**src/rtl/c1541_gcr_stream.sv**
```systemverilog
// c1541_gcr_stream: GCR bit-stream engine between the track buffer RAM and the 1541 logic.
// Read mode serialises track bytes MSB first, flags SYNC runs and completed bytes.
// Write mode shifts bytes from the 1541 logic back into the track buffer one bit at a
// time using one-hot per-bit write enables.
module c1541_gcr_stream #(
   parameter int CLK_PER_UNIT = 2,
   parameter int ADDR_W       = 13,
   parameter int SYNC_LEN     = 10,
   parameter int TRACK_BITS_0 = 50000,
   parameter int TRACK_BITS_1 = 53336,
   parameter int TRACK_BITS_2 = 57144,
   parameter int TRACK_BITS_3 = 61536
) (
   input  logic              clk32,
   input  logic              reset,
   input  logic              mtr,
   input  logic              ram_ready,
   input  logic              mode,
   input  logic              soe,
   input  logic              wps_n,
   input  logic [1:0]        speed_zone,
   input  logic [7:0]        din,
   output logic [7:0]        dout,
   output logic              sync_n,
   output logic              byte_n,
   output logic [ADDR_W-1:0] byte_addr,
   input  logic [7:0]        ram_do,
   output logic [7:0]        ram_di,
   output logic [7:0]        ram_be,
   output logic              ram_we
);

   localparam int BA_W = ADDR_W + 3;
   localparam int PS_W = (CLK_PER_UNIT > 1) ? $clog2(CLK_PER_UNIT) : 1;
   // The shift register is at least a byte wide so dout can always be taken from it.
   localparam int SR_W = (SYNC_LEN > 8) ? SYNC_LEN : 8;

   localparam logic [PS_W-1:0] PS_LAST = PS_W'(CLK_PER_UNIT - 1);
   localparam logic [PS_W-1:0] PS_ONE  = PS_W'(1);
   localparam logic [BA_W-1:0] BA_ONE  = BA_W'(1);
   localparam logic [BA_W-1:0] LAST_0  = BA_W'(TRACK_BITS_0 - 1);
   localparam logic [BA_W-1:0] LAST_1  = BA_W'(TRACK_BITS_1 - 1);
   localparam logic [BA_W-1:0] LAST_2  = BA_W'(TRACK_BITS_2 - 1);
   localparam logic [BA_W-1:0] LAST_3  = BA_W'(TRACK_BITS_3 - 1);

   // One-hot enable for the bit at position pos of a byte, bit 0 of the stream is the MSB.
   function automatic logic [7:0] bit_enable(input logic [2:0] pos);
      bit_enable = 8'h80 >> pos;
   endfunction

   logic            run_s;
   logic            unit_tick_s;
   logic            unit_last_s;
   logic            phase_tick_s;
   logic            bs_s;
   logic            be_s;
   logic            load_s;
   logic            pending_s;
   logic            ram_bit_s;
   logic            sync_next_n_s;
   logic [SR_W-1:0] sr_next_s;
   logic [BA_W-1:0] track_last_s;

   logic [PS_W-1:0] presc_r;
   logic [3:0]      unit_r;
   logic [1:0]      phase_r;
   logic [1:0]      zone_r;
   logic [BA_W-1:0] bit_addr_r;
   logic [SR_W-1:0] sr_r;
   logic [7:0]      wsr_r;
   logic [2:0]      bit_count_r;
   logic            byte_pending_r;
   logic            mode_r;
   logic [7:0]      dout_r;
   logic            sync_n_r;
   logic            byte_n_r;
   logic [7:0]      ram_di_r;
   logic [7:0]      ram_be_r;
   logic            ram_we_r;

   assign run_s         = mtr & ram_ready;
   assign unit_tick_s   = run_s && (presc_r == PS_LAST);
   assign unit_last_s   = (unit_r == (4'd15 - {2'b00, zone_r}));
   assign phase_tick_s  = unit_tick_s && unit_last_s;
   assign bs_s          = phase_tick_s && (phase_r == 2'd1);
   assign be_s          = phase_tick_s && (phase_r == 2'd3);
   assign ram_bit_s     = ram_do[3'd7 - bit_addr_r[2:0]];
   assign sr_next_s     = {sr_r[SR_W-2:0], ram_bit_s};
   assign sync_next_n_s = ~(&sr_next_s[SYNC_LEN-1:0]);

   assign dout      = dout_r;
   assign sync_n    = sync_n_r;
   assign byte_n    = byte_n_r;
   assign byte_addr = bit_addr_r[BA_W-1:3];
   assign ram_di    = ram_di_r;
   assign ram_be    = ram_be_r;
   assign ram_we    = ram_we_r;

   // Last valid bit address for the zone being sampled at this bit end.
   always_comb begin
      track_last_s = LAST_0;
      case (speed_zone)
         2'd0:    track_last_s = LAST_0;
         2'd1:    track_last_s = LAST_1;
         2'd2:    track_last_s = LAST_2;
         2'd3:    track_last_s = LAST_3;
         default: track_last_s = LAST_0;
      endcase
   end

   // Write mode loads a new byte at a bit end once all 8 bits have gone out.
   always_comb begin
      load_s = 1'b0;
      if (!mode && (bit_count_r == 3'd0)) begin
         load_s = 1'b1;
      end else begin
         load_s = 1'b0;
      end
      pending_s = byte_pending_r | load_s;
   end

   // Bit-cell timebase: prescaler, unit and phase counters; zone latched at each bit end.
   always_ff @(posedge clk32) begin
      if (reset) begin
         presc_r <= {PS_W{1'b0}};
         unit_r  <= 4'd0;
         phase_r <= 2'd0;
         zone_r  <= 2'd0;
      end else if (!run_s) begin
         presc_r <= {PS_W{1'b0}};
         unit_r  <= 4'd0;
         phase_r <= 2'd0;
      end else begin
         if (unit_tick_s) begin
            presc_r <= {PS_W{1'b0}};
            if (unit_last_s) begin
               unit_r <= 4'd0;
            end else begin
               unit_r <= unit_r + 4'd1;
            end
         end else begin
            presc_r <= presc_r + PS_ONE;
         end
         if (phase_tick_s) begin
            phase_r <= phase_r + 2'd1;
         end
         if (be_s) begin
            zone_r <= speed_zone;
         end
      end
   end

   // Stream datapath: shift registers, bit/byte counting, SYNC, byte-ready and bit address.
   always_ff @(posedge clk32) begin
      if (reset) begin
         bit_addr_r     <= {BA_W{1'b0}};
         sr_r           <= {SR_W{1'b0}};
         wsr_r          <= 8'h00;
         bit_count_r    <= 3'd0;
         byte_pending_r <= 1'b0;
         mode_r         <= mode;
         dout_r         <= 8'h00;
         sync_n_r       <= 1'b1;
         byte_n_r       <= 1'b1;
      end else if (!run_s) begin
         byte_n_r <= 1'b1;
      end else begin
         mode_r <= mode;
         if (bs_s) begin
            byte_n_r <= 1'b1;
            if (mode) begin
               sr_r     <= sr_next_s;
               sync_n_r <= sync_next_n_s;
               if (!sync_next_n_s) begin
                  bit_count_r <= 3'd0;
               end else begin
                  bit_count_r <= bit_count_r + 3'd1;
                  if (bit_count_r == 3'd7) begin
                     dout_r         <= sr_next_s[7:0];
                     byte_pending_r <= 1'b1;
                  end
               end
            end else begin
               wsr_r       <= {wsr_r[6:0], 1'b0};
               bit_count_r <= bit_count_r + 3'd1;
               sync_n_r    <= 1'b1;
            end
         end
         if (be_s) begin
            if (bit_addr_r >= track_last_s) begin
               bit_addr_r <= {BA_W{1'b0}};
            end else begin
               bit_addr_r <= bit_addr_r + BA_ONE;
            end
            if (load_s) begin
               wsr_r <= din;
            end
            if (pending_s) begin
               byte_pending_r <= 1'b0;
               if (soe) begin
                  byte_n_r <= 1'b0;
               end
            end
         end
         // A mode switch restarts byte framing; placed last so it overrides same-cycle updates.
         if (mode != mode_r) begin
            if (mode) begin
               sr_r <= {SR_W{1'b0}};
            end else begin
               bit_count_r <= 3'd0;
               sync_n_r    <= 1'b1;
            end
         end
      end
   end

   // Track buffer write port: one-cycle pulse after each write-mode bit strobe.
   always_ff @(posedge clk32) begin
      if (reset) begin
         ram_we_r <= 1'b0;
         ram_di_r <= 8'h00;
         ram_be_r <= 8'h00;
      end else if (bs_s && !mode && wps_n) begin
         ram_we_r <= 1'b1;
         ram_di_r <= {8{wsr_r[7]}};
         ram_be_r <= bit_enable(bit_addr_r[2:0]);
      end else begin
         ram_we_r <= 1'b0;
         ram_di_r <= 8'h00;
         ram_be_r <= 8'h00;
      end
   end

endmodule

```
**config.mk**
```make
export PLATFORM = sky130hd
export DESIGN_NAME = c1541_gcr_stream
export DESIGN_NICKNAME = d
export VERILOG_FILES = /design/src/rtl/c1541_gcr_stream.sv
export SDC_FILE = /design/constraint.sdc
export NUM_CORES = 1
export LEC_CHECK = 0
export ABC_AREA = 1
export BUFFER_PORTS_ARGS = -buffer_cell sky130_fd_sc_hd__buf_2
export CAP_MARGIN = 20
export CORE_MARGIN = 2
export CORE_UTILIZATION = 51
export DETAILED_ROUTE_END_ITERATION = 12
export PLACE_DENSITY = 0.86
export SLEW_MARGIN = 20
export SYNTH_ARGS = -nofsm -noshare
export SYNTH_HDL_FRONTEND = slang
export SYNTH_SLANG_ARGS = --single-unit
```
**constraint.sdc**
```tcl
create_clock -name clk32 -period 2.1 [get_ports clk32]
set_input_delay 0.42 -clock clk32 [delete_from_list [all_inputs] [get_ports clk32]]
set_output_delay 0.42 -clock clk32 [all_outputs]
set_load 0.1 [all_outputs]
```
==> results.py <==
metrics = {
    "critical_path": {
        "cp_data_arrival_time_ps": 2120,
        "required_ps": 2330,
        "endpoint": "bit_addr_r[14]",
        "reg2regPathDepth": 9,
        "rrSetupSlack_ps": 270,
        "rr_endpoint": "bit_addr_r[10]",
        "startpoint": "speed_zone[0]",
        "worstSetupEndpointType": "flop",
        "crit_path_start_kind": "input port",
        "r2r-start": "bit_addr_r[1]",
        "critical_path_class": "in -> reg",
        "crit_fanout": 8,
    },
    "yosys": {
        "synth.avg_cell_area_um2": 6.81,
        "synth.top_cell.area_share_pct": 34.5,
        "synth_area_um2": 3830,
        "yosysMostFrequentCell": "nand2_1",
        "synth-seq-cells": 67,
        "synth-compound-area-share_pct": 6.11,
        "synth_area_leaders": "dfxtp_1, nand2_1, inv_1",
        "ys.flop_type": "dfxtp_1",
        "synthesis.instances": 563,
        "synth_common_cells": "nand2_1, inv_1, dfxtp_1",
        "ys_seq_area_share_pct": 35.3,
        "ys.warnings.count": 0,
        "synthArstFlopShare_pct": 0,
        "synth-edff-count": 1,
        "synth-adder-area-share_pct": 7.51,
        "synth_cell_types": 37,
        "synthMuxAreaShare_pct": 0,
        "synth-simple-area-share_pct": 35.7,
        "synth_top_family_by_area": "simple AND/OR/NAND/NOR gates",
        "yosys.area.top_type": "dfxtp_1",
        "synth_nets": 611,
        "synthXorXnorAreaFrac_pct": 1.60,
    },
    "route": {
        "antenna_left": 0,
        "drcViolationCount": 0,
        "dr.pass1.iters": 5,
        "drt_iter0_drc": 230,
        "wl_per_cell_um": 11.1,
        "viasPerCell": 4.76,
        "wl_um": 7980,
        "via_count": 3432,
    },
    "clock_network": {
        "cts.sinks": 67,
        "h-tree-depth": 3,
        "cts_root_buf": "clkbuf_8",
        "insertion_delay_ps": 340,
        "clk_pin_slew_ps": 60,
        "cts_tree": "done",
        "cts-resized-gates": 0,
        "cts.path.max_buffers": 2,
        "numCtsBuffers": 9,
        "hold_buffers": 0,
        "cts_setup_buffers": 0,
    },
    "timing": {
        "rsz0062_at_grt": "false",
        "finalCritPeriodShare_pct": 90.0,
        "maxSlewViolCount": 0,
        "hold_violations": 0,
        "tightestPinTransition_ps": 634,
        "whs_ps": 358,
        "setup_viol": 0,
        "min_period_ps": 1890,
        "tns_ps": 0,
        "finClkSkew_ps": 8.96,
        "fmax_mhz": 529,
        "fin_ws_ps": 211,
        "slew_headroom_pct": 57.5,
    },
    "placed_design": {
        "gp_congestion": 0.870,
        "port_buffers": 64,
        "dp_hpwl_um": 5860,
        "place_area_um2": 4140,
        "place_inst": 705,
        "pre_cts_ws_ps": -93.1,
    },
    "global_routing": {
        "use_met1_pct": 25.3,
        "top_usage_layer": "met2",
        "first_global_vias": 3209,
        "track_usage_pct": 20.3,
        "use_met2_pct": 33.1,
        "grt_overflow": 0,
        "grt_pass1_wl_um": 13800,
        "antenna_found_initial": 0,
        "grt_max_degree": 21,
        "met3_usage_pct": 5.26,
    },
    "outcome": {
        "outcome": "complete, no violations",
    },
    "layout": {
        "syn_to_final_growth_pct": 12.8,
        "fin_util_pct": 59.6,
        "design_area_um2": 4320,
        "antennaDiodeCount": 0,
        "nets": 665,
        "drive_gt1_share_pct": 17.5,
        "n_fill_cell": 672,
        "regArea_um2": 1350,
        "multi_input_area_um2": 1950,
        "stdcell_count": 721,
    },
    "die": {
        "die_y_um": 90.7,
        "fp-row-count": 31,
        "ios": 65,
        "start_util_pct": 52.8,
        "core_area_um2": 7250,
        "dieArea_um2": 8220,
        "fp.dieW_um": 90.7,
    },
    "power": {
        "finalPower_mw": 2.39,
        "leakagePower_nw": 2.27,
        "power.density_nw_per_um2": 552,
        "peakVddDrop_v": 0.000275,
    },
    "job": {
        "cap_violations": 0,
    },
    "hold_path": {
        "hp-class": "in -> reg",
    },
}
## placed cells by master, fill, tap and decap left out
| cell | Yosys | layout |
|---|---|---|
| buf_4 | 20 | 7 |
| nand2_1 | 179 | 179 |
| a211oi_1 | 1 | 1 |
| clkinv_2 | 0 | 1 |
| clkbuf_1 | 5 | 4 |
| a21oi_1 | 11 | 11 |
| nor3_1 | 4 | 4 |
| edfxtp_1 | 1 | 1 |
| nand3_2 | 1 | 1 |
| o21ai_1 | 5 | 5 |
| dfxtp_1 | 66 | 66 |
| nor2_2 | 3 | 3 |
| xnor2_1 | 1 | 1 |
| nor4_1 | 1 | 1 |
| nor2_1 | 60 | 60 |
| inv_1 | 85 | 85 |
| nand3b_1 | 1 | 1 |
| nand2_4 | 2 | 2 |
| clkbuf_16 | 0 | 1 |
| inv_2 | 5 | 5 |
| o21bai_2 | 2 | 2 |
| nor2_4 | 3 | 3 |
| clkbuf_8 | 0 | 10 |
| nand4_1 | 7 | 7 |
| a31oi_1 | 2 | 2 |
| o22ai_1 | 1 | 1 |
| ha_1 | 23 | 23 |
| nand3_4 | 1 | 1 |
| o21a_1 | 1 | 1 |
| nor3b_1 | 2 | 2 |
| buf_2 | 2 | 64 |
| xor2_1 | 6 | 6 |
| and2_1 | 1 | 1 |
| nand2_2 | 4 | 4 |
| nand3_1 | 32 | 32 |
| nor2_8 | 4 | 4 |
| or2_2 | 1 | 1 |
| o21ai_0 | 18 | 18 |
| o21bai_1 | 1 | 1 |
## how the worst min path moves through the flow
stage,cells after the start,from,end,slack (ps)
global route,4,soe,byte_n,370
finish,4,soe,byte_n,360
global placement,1,presc_r,presc_r,430
CTS,4,soe,byte_n,340
detailed placement,1,presc_r,presc_r,430
floorplan,1,presc_r,presc_r,410
## cell type report
| cell class | count | area share [%] |
|---|---|---|
| Tap cell | 99 | 2.87 |
| Sequential cell | 67 | 31.3 |
| Clock buffer | 15 | 4.11 |
| Clock inverter | 1 | 0.116 |
| Inverter | 90 | 7.82 |
| Timing Repair Buffer | 71 | 8.63 |
| Multi-Input combinational cell | 378 | 45.2 |
## logic make-up after synthesis
logic type,Yosys count
compound gates,42
xor+xnor,7
fa+ha+maj,23
buf+inv,118
flops,67
simple gates,306
## sequential cells by signal, summed over array words and instances, names as in the netlist, 2 cells and up
| register | cells |
|---|---|
| bit_addr_r | 16 |
| phase_r | 2 |
| unit_r | 4 |
| dout | 8 |
| ram_be | 8 |
| zone_r | 2 |
| bit_count_r | 3 |
| sr_r | 9 |
| wsr_r | 8 |
## layer usage
metal / vias up / share of wire (%) / wire length [um]
li1: 1819 / - / -
met1: 1498 / 46 / 3650
met2: 104 / 47 / 3740
met3: 11 / 6.1 / 483
met4: 0 / 1.3 / 103
met5: - / 0 / 0
## power by group
group | internal [mW] | switching [mW] | leakage (nW) | total (mW)
sequential | 1.28 | 0.00226 | 0.542 | 1.28
clock | 0.534 | 0.458 | 0.0929 | 0.991
combinational | 0.0438 | 0.0734 | 1.63 | 0.117
total | 1.85 | 0.533 | 2.27 | 2.39
## critical path: stages
cell and delay [ps]:
buf_2 110, inv_1 130, ha_1 180, inv_1 80, ha_1 300, nand2_1 80
nor4_1 310, nand2_1 90, nand2_1 70, nand2_1 60, nand2_1 70, buf_4 160
nor2_1 50
No activity file was read; power rests on OpenSTA's default activity.
